File: src/rtl/ex_tracker_if.sv
// Trace element types and the ID->EX->WB handshake bundle for the execute-stage tracker.
package ex_tracker_pkg;

    typedef struct packed {
        logic [31:0] time_start;
        logic [31:0] time_end;
    } stage_time_t;

    typedef struct packed {
        logic        pass_through;
        logic [31:0] instr;
        stage_time_t id_data;
        stage_time_t ex_data;
        stage_time_t wb_data;
    } trace_output;

endpackage

interface ex_tracker_if;
    import ex_tracker_pkg::*;

    logic [31:0] counter;
    logic        id_data_ready;
    trace_output id_data_i;
    logic        is_executing;
    trace_output ex_data_o;
    logic        ex_data_ready;
    logic        queue_overflow;
    logic        exec_underrun;

    modport master (
        output counter, id_data_ready, id_data_i, is_executing,
        input  ex_data_o, ex_data_ready, queue_overflow, exec_underrun
    );

    modport slave (
        input  counter, id_data_ready, id_data_i, is_executing,
        output ex_data_o, ex_data_ready, queue_overflow, exec_underrun
    );

endinterface

File: src/rtl/ex_tracker.sv
// Execute-stage trace tracker: queues decode-stage elements, stamps execute start/end
// times from the shared counter and forwards finished elements downstream.
module ex_tracker
    import ex_tracker_pkg::*;
#(
    parameter int PROCESSING_QUEUE_LENGTH = 4
) (
    input  logic         clk,
    input  logic         rst,
    ex_tracker_if.slave  bus
);

    localparam int AW = (PROCESSING_QUEUE_LENGTH > 2) ? $clog2(PROCESSING_QUEUE_LENGTH) : 1;
    localparam logic [AW-1:0] PTR_ONE   = AW'(32'd1);
    localparam logic [AW:0]   CNT_ONE   = (AW + 1)'(32'd1);
    localparam logic [AW:0]   CNT_ZERO  = (AW + 1)'(32'd0);
    localparam logic [AW:0]   CNT_DEPTH = (AW + 1)'(PROCESSING_QUEUE_LENGTH);

    typedef enum logic [0:0] {
        EX_IDLE = 1'b0,
        EX_BUSY = 1'b1
    } state_e;

    trace_output   mem_r [PROCESSING_QUEUE_LENGTH];
    logic [AW-1:0] wr_ptr_r;
    logic [AW-1:0] rd_ptr_r;
    logic [AW:0]   count_r;
    logic          id_ready_q_r;
    logic          exec_q_r;
    state_e        state_r;
    state_e        state_next_s;
    trace_output   work_r;
    trace_output   ex_data_r;
    logic          ex_ready_r;
    logic          overflow_r;
    logic          underrun_r;

    logic          push_s;
    logic          push_ok_s;
    logic          full_s;
    logic          empty_s;
    logic          pop_s;
    logic          start_s;
    logic          pass_s;
    logic          finish_s;
    logic          underrun_s;
    trace_output   head_s;
    trace_output   pass_elem_s;
    trace_output   done_elem_s;

    assign push_s    = bus.id_data_ready & ~id_ready_q_r;
    assign full_s    = (count_r == CNT_DEPTH);
    assign empty_s   = (count_r == CNT_ZERO);
    assign push_ok_s = push_s & ~full_s;
    assign head_s    = mem_r[rd_ptr_r];

    // Element shapes leaving the block: squashed elements lose their execute/writeback timing.
    always_comb begin
        pass_elem_s                  = head_s;
        pass_elem_s.ex_data          = stage_time_t'(64'd0);
        pass_elem_s.wb_data          = stage_time_t'(64'd0);
        done_elem_s                  = work_r;
        done_elem_s.ex_data.time_end = bus.counter;
    end

    // Next-state and per-cycle control for the execute FSM.
    always_comb begin
        state_next_s = state_r;
        pop_s        = 1'b0;
        start_s      = 1'b0;
        pass_s       = 1'b0;
        finish_s     = 1'b0;
        underrun_s   = 1'b0;
        case (state_r)
            EX_IDLE: begin
                if (!empty_s) begin
                    if (head_s.pass_through) begin
                        pop_s  = 1'b1;
                        pass_s = 1'b1;
                    end else if (bus.is_executing) begin
                        pop_s        = 1'b1;
                        start_s      = 1'b1;
                        state_next_s = EX_BUSY;
                    end else begin
                        state_next_s = EX_IDLE;
                    end
                end else if (bus.is_executing && !exec_q_r) begin
                    underrun_s = 1'b1;
                end else begin
                    state_next_s = EX_IDLE;
                end
            end
            EX_BUSY: begin
                if (!bus.is_executing) begin
                    finish_s     = 1'b1;
                    state_next_s = EX_IDLE;
                end else begin
                    state_next_s = EX_BUSY;
                end
            end
            default: begin
                state_next_s = EX_IDLE;
            end
        endcase
    end

    // FIFO storage, pointers, occupancy and input edge history.
    always_ff @(posedge clk or negedge rst) begin
        if (!rst) begin
            for (int i = 0; i < PROCESSING_QUEUE_LENGTH; i++) begin
                mem_r[i] <= trace_output'(225'd0);
            end
            wr_ptr_r     <= AW'(32'd0);
            rd_ptr_r     <= AW'(32'd0);
            count_r      <= CNT_ZERO;
            id_ready_q_r <= 1'b0;
            exec_q_r     <= 1'b0;
        end else begin
            id_ready_q_r <= bus.id_data_ready;
            exec_q_r     <= bus.is_executing;
            if (push_ok_s) begin
                mem_r[wr_ptr_r] <= bus.id_data_i;
                wr_ptr_r        <= wr_ptr_r + PTR_ONE;
            end
            if (pop_s) begin
                rd_ptr_r <= rd_ptr_r + PTR_ONE;
            end
            case ({push_ok_s, pop_s})
                2'b10:   count_r <= count_r + CNT_ONE;
                2'b01:   count_r <= count_r - CNT_ONE;
                default: count_r <= count_r;
            endcase
        end
    end

    // FSM state, working element and registered outputs.
    always_ff @(posedge clk or negedge rst) begin
        if (!rst) begin
            state_r    <= EX_IDLE;
            work_r     <= trace_output'(225'd0);
            ex_data_r  <= trace_output'(225'd0);
            ex_ready_r <= 1'b0;
            overflow_r <= 1'b0;
            underrun_r <= 1'b0;
        end else begin
            state_r    <= state_next_s;
            ex_ready_r <= pass_s | finish_s;
            if (push_s && full_s) begin
                overflow_r <= 1'b1;
            end
            if (underrun_s) begin
                underrun_r <= 1'b1;
            end
            if (start_s) begin
                work_r                    <= head_s;
                work_r.ex_data.time_start <= bus.counter;
            end
            if (pass_s) begin
                ex_data_r <= pass_elem_s;
            end else if (finish_s) begin
                ex_data_r <= done_elem_s;
            end
        end
    end

    assign bus.ex_data_o      = ex_data_r;
    assign bus.ex_data_ready  = ex_ready_r;
    assign bus.queue_overflow = overflow_r;
    assign bus.exec_underrun  = underrun_r;

endmodule

File: src/flat_wrapper.sv
// flat-port wrapper written by rule: the top's interface ports become plain ports
module ex_tracker_flat import ex_tracker_pkg::*;
#(
    parameter int PROCESSING_QUEUE_LENGTH = 4
)
  (clk, rst, bus_counter, bus_id_data_ready, bus_id_data_i, bus_is_executing, bus_ex_data_o, bus_ex_data_ready, bus_queue_overflow, bus_exec_underrun);
  ex_tracker_if bus_i ();
  input  logic clk;
  input  logic rst;
  input wire logic [$bits(bus_i.counter)-1:0] bus_counter;
  input wire logic [$bits(bus_i.id_data_ready)-1:0] bus_id_data_ready;
  input wire logic [$bits(bus_i.id_data_i)-1:0] bus_id_data_i;
  input wire logic [$bits(bus_i.is_executing)-1:0] bus_is_executing;
  output wire logic [$bits(bus_i.ex_data_o)-1:0] bus_ex_data_o;
  output wire logic [$bits(bus_i.ex_data_ready)-1:0] bus_ex_data_ready;
  output wire logic [$bits(bus_i.queue_overflow)-1:0] bus_queue_overflow;
  output wire logic [$bits(bus_i.exec_underrun)-1:0] bus_exec_underrun;
  assign bus_i.counter = bus_counter;
  assign bus_i.id_data_ready = bus_id_data_ready;
  assign bus_i.id_data_i = bus_id_data_i;
  assign bus_i.is_executing = bus_is_executing;
  assign bus_ex_data_o = bus_i.ex_data_o;
  assign bus_ex_data_ready = bus_i.ex_data_ready;
  assign bus_queue_overflow = bus_i.queue_overflow;
  assign bus_exec_underrun = bus_i.exec_underrun;
  ex_tracker #(.PROCESSING_QUEUE_LENGTH(PROCESSING_QUEUE_LENGTH)) u_core (.clk(clk), .rst(rst), .bus(bus_i));
endmodule
File: config.mk
export PLATFORM = sky130hd
export DESIGN_NAME = ex_tracker_flat
export DESIGN_NICKNAME = d
export VERILOG_FILES = /design/src/rtl/ex_tracker_if.sv /design/src/rtl/ex_tracker.sv /design/src/flat_wrapper.sv
export SDC_FILE = /design/constraint.sdc
export NUM_CORES = 1
export LEC_CHECK = 0
export ABC_AREA = 1
export ABC_CLOCK_PERIOD_IN_PS = 5400
export CAP_MARGIN = 20
export CORE_MARGIN = 10
export CORE_UTILIZATION = 50
export DETAILED_ROUTE_END_ITERATION = 10
export DONT_BUFFER_PORTS = 1
export PLACE_DENSITY = 0.66
export RECOVER_POWER = 25
export SETUP_SLACK_MARGIN = 0.05
export SLEW_MARGIN = 10
export SYNTH_ARGS = -nofsm -noshare
export SYNTH_HDL_FRONTEND = slang
export SYNTH_SLANG_ARGS = --single-unit
File: constraint.sdc
create_clock -name clk -period 5.4 [get_ports clk]
set_input_delay 1.08 -clock clk [delete_from_list [all_inputs] [get_ports clk]]
set_output_delay 1.08 -clock clk [all_outputs]
set_load 0.01 [all_outputs]
======== Yosys cells after proc, flatten, opt, wreduce, memory -nomap -nowiden ========
Cells that the tools add are included.
storage, ports and cells
  bits of input ports ..................... 261
  word-level logic and storage cells ...... 106
  output and inout port bits .............. 228
  register bits after elaboration ......... 1,331
operators by class
  add/sub/neg operators ................... 4
  reduce and logical (&&, ||, !) cells .... 7
  order comparisons ....................... 3
  bitwise gates (word level) .............. 8
  multiplexer cells ....................... 25
  eq/ne operators ......................... 3
operator list
  kind                                                 count
  2-to-1 mux 225 bit                                   5
  bitwise mux 900 bit                                  1
  binary-select mux 225 bit (select 2 bit)             1
  demux 225 bit (select 2 bit)                         1
  2-to-1 mux 1 bit                                     15
  >= comparator 3 bit (second input constant)          2
  inverter 2 -> 3 bit                                  2
  case mux 3 bit (2 select lines)                      1
  adder 2 x 1 -> 2 bit (second input constant)         2
  nonzero test 2 bit                                   2
  adder 3 x 1 -> 3 bit (second input constant)         1
  == test 3 bit (second input constant)                1
  logical AND 1 bit                                    3
  zero test 3 bit                                      1
  < comparator 3 x 1 -> 1 bit (second input constant)  1
  inverter 1 bit                                       3
  subtractor 3 x 1 -> 3 bit (second input constant)    1
  AND 1 bit                                            2
  == test 2 x 1 -> 1 bit (second input constant)       1
  == test 2 bit (second input constant)                1
  case mux 1 bit (2 select lines)                      1
  zero test 1 bit                                      1
  OR 1 bit                                             1

======== Logic depth before layout (Yosys ltp) ========
Gate-level depths: netlist of run 1.
  depth after elaboration ................. 9
  mapped depth ............................ 13
  gate-level depth less buffers ........... 11

======== Worst setup path before layout of run 1 ========
Ideal clock, no wire load.
  path type ............................... input to register
  start ................................... in bus_id_data_ready
  end ..................................... reg u_core.count_r[2]
  stages .................................. 12
  data arrival time ....................... 2,724 ps
  path slack .............................. 2,545 ps
  path buffers ............................ 3
  required time ........................... 5,269 ps
  cell sequence ........................... inv_1 nor2_1 nand2_2 buf_4 buf_4 buf_2 ha_1 inv_1 fa_1 a21oi_1 o21ai_0 xor2_1
on the way
  longest elaborated chain between the ends .. 4
RTL lines
  what                                                                          line                source
  start: declaration                                                            flat_wrapper.sv:11  input wire logic [$bits(bus_i.id_data_ready)-1:0] bus_id_data_ready;
  AND 1 bit *                                                                   ex_tracker.sv:51    assign push_s = bus.id_data_ready & ~id_ready_q_r;
  AND 1 bit *                                                                   ex_tracker.sv:54    assign push_ok_s = push_s & ~full_s;
  == test 2 x 1 -> 1 bit / == test 2 bit (equally long branches)                ex_tracker.sv:128   case ({push_ok_s, pop_s})
  case mux 3 bit (2 select lines) / nonzero test 2 bit (equally long branches)  n/a
  end signal: assignment                                                        ex_tracker.sv:129   2'b10: count_r <= count_r + CNT_ONE;
  end signal: assignment                                                        ex_tracker.sv:130   2'b01: count_r <= count_r - CNT_ONE;
  end signal: assignment                                                        ex_tracker.sv:131   default: count_r <= count_r;
  end: declaration                                                              ex_tracker.sv:27    logic [AW:0] count_r;
Mark *: on every way between the ends. The rest lies on a longest branch, timed or not.
A chain may end at the register's enable or synchronous reset.

======== Final worst setup path of run 1 ========
  start ................................... reg u_core.id_ready_q_r
  end ..................................... reg u_core.mem_r[886] in the netlist's numbering
on the way
  longest elaborated chain between the ends .. 3
RTL lines
  what                            line               source
  start: declaration              ex_tracker.sv:28   logic id_ready_q_r;
  start signal: assignment        ex_tracker.sv:119  id_ready_q_r <= bus.id_data_ready;
  inverter 1 bit                  ex_tracker.sv:51
  AND 1 bit                       ex_tracker.sv:51
  AND 1 bit                       ex_tracker.sv:54
  end signal: indexed assignment  ex_tracker.sv:111  mem_r[i] <= trace_output'(225'd0);
  end signal: indexed assignment  ex_tracker.sv:122  mem_r[wr_ptr_r] <= bus.id_data_i;
  end: declaration                ex_tracker.sv:24   trace_output mem_r [PROCESSING_QUEUE_LENGTH];
No other way between the ends.

==> metrics.txt, run 1 <==
status complete, but fails checks; failing checks capacitance limit, slew limit; CTS tree yes; Yosys top cell area share 0.571; final setup fails 0; Max Cap Viol 7; Critical-path top delay cell clkbuf_2; #FFs+latches synth between 1000 and 1500; die area 107000 um2; crit start category flip-flop; nets slightly below 6000; I/O Buffers 0; Finished Layout Cells a little under 7000; VDD IR max roughly 540 uV; Setup WS pre-CTS between 1.5 and 2 ns; clk buf depth 3; layout cells sized above 1 0.0415; RSZ-0062 raised after global routing false; area grow syn2layout 8.72%; RePlAce Congestion 0.790; synth unique cells 25; Filler Cell Count 8735; Async S/R FF share, synth 1.00; post-cts sizing count 0; Synth warnings 0; Cell Pwr Density roughly 670 nW/um2; H-tree levels 3; row cnt 112; starting density of the core 0.504; Core ar. 93500 um2; CTS buffer count 113; crit-path cells nor2_1 -> nand2_8 -> nor2_1 -> clkbuf_2 -> o21ai_0; delay of the slowest cell on the worst path 2.03 ns; remaining antenna violation count after routing 0; design area 51300 um2; syn nets 6115; Vias approximately 38000; largest net degree at the start of global routing between 1000 and 1500; share of the yosys chip area belonging to registers 0.571; Setup CP Type reg2reg; Inserted Diodes 0; Setup WS post-layout around 1.3 ns; hold crit path type in2async; Synth area leader dfrtp_1; fmax between 200 and 250 MHz; Final period util 0.753; Worst Path Required 5.83 ns; clock latency on the worst-skew pair just over 0.7 ns; post-CTS setup buffers 0; Routed WL per cell 19.5 um; Synth area leaders dfrtp_1 (57%), nand2_1 (19%), o21ai_0 (9.3%), nand3_1 (6.0%), inv_1 (3.2%); Sum Neg Setup Slack 0 ns; vias in the first global route between 30000 and 40000; Worst Max-Slew Pin Slew 2.95 ns; final core utilization 0.548; drc violations 0; overall routed net length 135000 um; total track usage 0.248; Max FO, Critical Path 127; static leakage 25.7 nW; Mean Syn Cell Area 8.06 um2; Post-DP HPWL 72600 um; Pins Over Slew Limit 697; clock sink count 1075; CTS root buf clkbuf_16; hold buffers post-CTS 0; Die H about 330 um; vias per std cell 5.45; top_reg_cell synth dfrtp_1; CP Capture Type flip-flop; Worst-path clk slew 0.06 ns; CP dominant cell by count nor2_1; synthesized cell area around 47000 um2; Cells after Synth 5848; Pre-antenna DRT Iters 6; cell area after placement 47600 um2; Final Critical Period just over 4 ns; global-route wire length before repair 213000 um; Die W 327 um; total grt overflow 0; initial antenna violation count 2; clk_skew 0.0244 ns; initial DRC count 3387; final hold vios 0; io pins 489; dpl cells 6731; EDFF count, synth 0; CP Data Arrival Time 4.50 ns; relative slew slack -0.965
cells in the mapped netlist (2+ instances only):
cell type and count:
clkbuf_1 213, nor2_4 2, inv_2 4, a31o_2 2, dfrtp_1 1075, nor2_1 3, a21oi_1 130, xor2_1 3
nand2_1 2343, buf_4 2, ha_1 5, nand3_1 563, buf_2 169, inv_1 406, o21ai_0 879, buf_1 31
nor2_2 3, o21ai_1 8
worst max-delay path: cells and delay by family, from the launching register on:
family                 cells  cell delay [ns]
DFF                        1             0.37
and+or+nand+nor            3             0.90
AOI/OAI and AO/OA          1             0.35
buffers and inverters      1             2.03
layer usage:
metal	wire, um	vias up	part of all wire	track usage
li1	-	18000	-	-
met5	13	-	0.000096	0
met4	2890	2	0.021	0.0696
met2	63600	1218	0.47	0.408
met3	11000	163	0.082	0.0562
met1	57500	18400	0.43	0.327
report_power, final:
part,switching [W],internal [W],total [W]
sequential,0.00255,0.0120,0.0145
clock,0.00323,0.00441,0.00764
combinational,0.00851,0.00368,0.0122
total,0.0143,0.0201,0.0344
placed cells by master (no fill, tap or decap), drive strengths merged:
cell,netlist,layout
a21oi,131,131
a31o,2,2
buf,202,45
bufinv,0,3
clkbuf,213,182
clkinv,1,19
clkinvlp,0,1
dfrtp,1075,1075
fa,1,1
ha,5,5
inv,410,414
nand2,2344,2344
nand3,564,564
nor2,8,8
nor3,1,1
o21ai,887,887
xnor2,1,1
xor2,3,3
per-stage QoR:
step | hold slack (ns) | power, W
after global routing | 0.379 | 0.0371
final | 0.345 | 0.0344
after detailed placement | 0.460 | 0.0267
after floorplan | 0.449 | 0.0229
after CTS | 0.0670 | 0.0344
after global placement | 0.455 | 0.0263
cells by family (layout without fill, tap and decap cells):
family          count (synthesis)  count (layout)  share of synthesized area
buf+inv                       826             664                     0.0704
flops                        1075            1075                      0.571
simple gates                 2917            2917                      0.248
fa+ha+maj                       6               6                    0.00175
xor+xnor                        4               4                   0.000743
compound gates               1020            1020                      0.109
worst paths after layout:
check,start,to,slack (ns),cells after the start
min in group clk,bus_id_data_ready,u_core.id_ready_q_r,0.41,0
worst min-delay path,rst,u_core.mem_r[851],0.34,1
worst max register to register,u_core.id_ready_q_r,u_core.mem_r[886],1.33,5
max in group asynchronous,rst,u_core.rd_ptr_r[1],1.59,3
worst min register to register,u_core.done_elem_s[5],u_core.bus.ex_data_o[5],0.47,2
worst max-delay path,u_core.id_ready_q_r,u_core.mem_r[886],1.33,5
final cells by class:
class                      instances  area (um2)  share of cell area
multi-input combinational       3947       17000               0.331
clock buffer                     177        3380              0.0659
timing repair buffer              50         629              0.0123
inverter                         411        1570              0.0306
clock inverter                    26         253             0.00493
tap                             1254        1570              0.0306
sequential                      1075       26900               0.525
flip-flops by register name, summed over array words and instances, names as in the netlist:
signal	flops
u_core.mem_r	644
u_core.rd_ptr_r	2
u_core.state_r	1
u_core.exec_q_r	1
u_core.bus.ex_data_ready	1
u_core.bus.exec_underrun	1
u_core.count_r	3
u_core.id_ready_q_r	1
u_core.bus.ex_data_o	225
u_core.wr_ptr_r	2
u_core.bus.queue_overflow	1
u_core.done_elem_s	193
(Power assumes the default switching activity.)
==> run 2: changes to the inputs <==
--- a/config.mk
+++ b/config.mk
@@ -6,13 +6,13 @@
 export NUM_CORES = 1
 export LEC_CHECK = 0
 export ABC_AREA = 1
-export ABC_CLOCK_PERIOD_IN_PS = 5400
+export ABC_CLOCK_PERIOD_IN_PS = 3530
 export CAP_MARGIN = 20
 export CORE_MARGIN = 10
 export CORE_UTILIZATION = 50
 export DETAILED_ROUTE_END_ITERATION = 10
 export DONT_BUFFER_PORTS = 1
-export PLACE_DENSITY = 0.66
+export PLACE_DENSITY = 0.69
 export RECOVER_POWER = 25
 export SETUP_SLACK_MARGIN = 0.05
 export SLEW_MARGIN = 10
==> constraint.sdc (replaced) <==
create_clock -name clk -period 3.53 [get_ports clk]
set_input_delay 0.706 -clock clk [delete_from_list [all_inputs] [get_ports clk]]
set_output_delay 0.706 -clock clk [all_outputs]
set_load 0.01 [all_outputs]
==> run 2 against run 1 <==
  * The flow now finishes without violations
  * Critical path depth is 1 lower
  * Hold slack worse by 0.30 ns
  * Utilization is 0.52 points higher
  * Via count is 0.15% lower
  * Wire length is 1.1% lower
  * Non-clock buffer count is 18 higher
  * Sequential share of layout area is 0.50 points lower
  * Combinational power is 56% higher
  * Global-route usage is 0.36 points lower
  * Total power is 54% higher
  * Sequential power is 52% higher
  * Final area is 0.95% higher
  * Critical path type is now in2async
  * Largest cell class unchanged
==> metrics.txt, run 2 (synthesis gave the netlist of run 1 again) <==
status complete, no violations; io pins 489 (unchanged); max FFs per register 644 (unchanged); final setup fails 0 (unchanged); Die H 327 um (unchanged); RePlAce Congestion 0.770 (-2.5%); initial DRC count 3753 (+11%); Setup CP Type in2async; static leakage 25.9 nW (+0.89%); fmax 353 MHz; Worst Path Required 4.24 ns (-1.59 ns); clk buf depth 3 (unchanged); Filler Cell Count 8564 (-2.0%); initial antenna violation count 0 (-2); RSZ-0062 raised after global routing false; Final Critical Period 2.84 ns; clock sink count 1075 (unchanged); row cnt 112 (unchanged); layout cells sized above 1 0.0454 (+0.00389); Die W 327 um (unchanged); Max Cap Viol 0 (-7); delay of the slowest cell on the worst path 0.71 ns (-1.32 ns); Critical-path top delay cell buf_16; area grow syn2layout 9.76%; overall routed net length 134000 um (-1.1%); post-cts sizing count 0 (unchanged); total grt overflow 0 (unchanged); Sum Neg Setup Slack 0 ns (unchanged); CP Data Arrival Time 3.54 ns (-0.96 ns); Final period util 0.804; Max FO, Critical Path 198 (+56%); CP dominant cell by count buf_16; final hold vios 0 (unchanged); CTS tree yes; FF/Latch Area 26900 um2 (unchanged); crit start category primary input; Cell Pwr Density 1030 nW/um2 (+53%); largest net degree at the start of global routing 1076 (unchanged); commonest non-fill, non-tap cells in the layout nand2_1 (2342), dfrtp_1 (1073), o21ai_0 (879); drc violations 0 (unchanged); Pins Over Slew Limit 0 (-100%); starting density of the core 0.504 (unchanged); VDD IR max 1010 uV (+88%); Vias 37800 (-0.15%); Buf/Inv on CP 4 (+3); commonest non-fill, non-tap cell in the layout nand2_1; CP Capture Type asynchronous set/reset pin; clk_skew 0.0359 ns (+0.0115 ns); Inserted Diodes 0 (unchanged); I/O Buffers 0 (unchanged); vias in the first global route 36700 (+1.7%); Post-DP HPWL 72800 um (+0.26%); Pre-antenna DRT Iters 6 (unchanged); CP delay by family, top buffers and inverters; Core ar. 93500 um2 (unchanged); Most flops, register u_core.mem_r; remaining antenna violation count after routing 0 (unchanged); Worst-path clk slew 0.06 ns (about the same); die area 107000 um2 (unchanged); relative slew slack 0.144 (+1.11); hold crit path type in2async; worst hold slack 0.0434 ns (-0.301 ns); clock latency on the worst-skew pair 0.71 ns (about the same); Routed WL per cell 19.2 um (-1.4%); global-route wire length before repair 211000 um (-0.86%); H-tree levels 3 (unchanged); nets 5883 (+0.31%); vias per std cell 5.43 (-0.42%); Worst Max-Slew Pin Slew 1.28 ns (-1.66 ns); crit-path cells buf_16 -> buf_16 -> buf_16 -> buf_16; CTS root buf clkbuf_16; CTS buffer count 113 (unchanged); total track usage 0.244 (-0.00357); area of the multi-input gates 17000 um2 (+0.18%)
-- run 2: cell types whose count changed in the layout (fill, tap and decap cells not counted), moves of 2 or more --
cell,change
buf_12,+13
clkbuf_16,+5
buf_4,+4
nor2_1,-4
nor2_4,+4
clkbuf_1,-3
dlygate4sd3_1,+3
inv_6,-3
bufinv_16,+2
clkbuf_2,-2
clkbuf_4,-2
clkinv_4,+2
clkinv_8,-2
-- run 2: routing by layer --
layer | part of all wire | track usage | vias up
li1 | - | - | 18100
met1 | 0.41 | 0.314 | 18400
met2 | 0.48 | 0.403 | 1179
met3 | 0.081 | 0.0630 | 198
met4 | 0.027 | 0.0740 | 0
met5 | 0 | 0 | -
-- run 2: power breakdown --
group          total [W]  internal, W  switching [W]
clock network     0.0120      0.00704        0.00492
registers         0.0221       0.0183        0.00379
logic             0.0190      0.00585         0.0131
total             0.0531       0.0312         0.0218
-- run 2: layout make-up --
| class | count | share of cell area |
|---|---|---|
| clock inverters | 27 | 0.00556 |
| well taps | 1254 | 0.0303 |
| clock buffers | 177 | 0.0667 |
| flip-flops and latches | 1075 | 0.520 |
| multi-input cells | 3947 | 0.328 |
| repair buffers | 68 | 0.0189 |
| inverters | 411 | 0.0303 |
-- run 2: path summary, 6_finish.rpt --
path	to	cells past startpoint	startpoint	slack, ns
max in group clk	u_core.mem_r[857]	7	u_core.count_r[1]	0.76
worst min-delay path	u_core.mem_r[220]	1	rst	0.04
worst max register to register	u_core.mem_r[857]	7	u_core.count_r[1]	0.76
worst min register to register	u_core.bus.ex_data_o[118]	2	u_core.done_elem_s[118]	0.47
worst max-delay path	u_core.mem_r[845]	4	rst	0.69
min in group clk	u_core.mem_r[429]	2	bus_id_data_i[204]	0.12
-- run 2: per-stage QoR --
stage | area (um2) | std cells | total power, W | setup slack [ns] | util
after global placement | 47800 | 6744 | 0.0403 | 0.739 | 0.511
after global routing | 51700 | 6959 | 0.0573 | 0.379 | 0.554
after CTS | 51500 | 6950 | 0.0531 | 0.770 | 0.551
after floorplan | 47100 | 5848 | 0.0350 | 1.05 | -
final | 51700 | 6959 | 0.0531 | 0.694 | 0.554
after detailed placement | 47800 | 6744 | 0.0410 | 0.671 | 0.511
-- run 2: timing repair --
item	in CTS	in global routing
endpoints found under the setup margin	0	100
hold buffers	2	2
setup buffers	0	0
hold endpoints to repair	1077	24
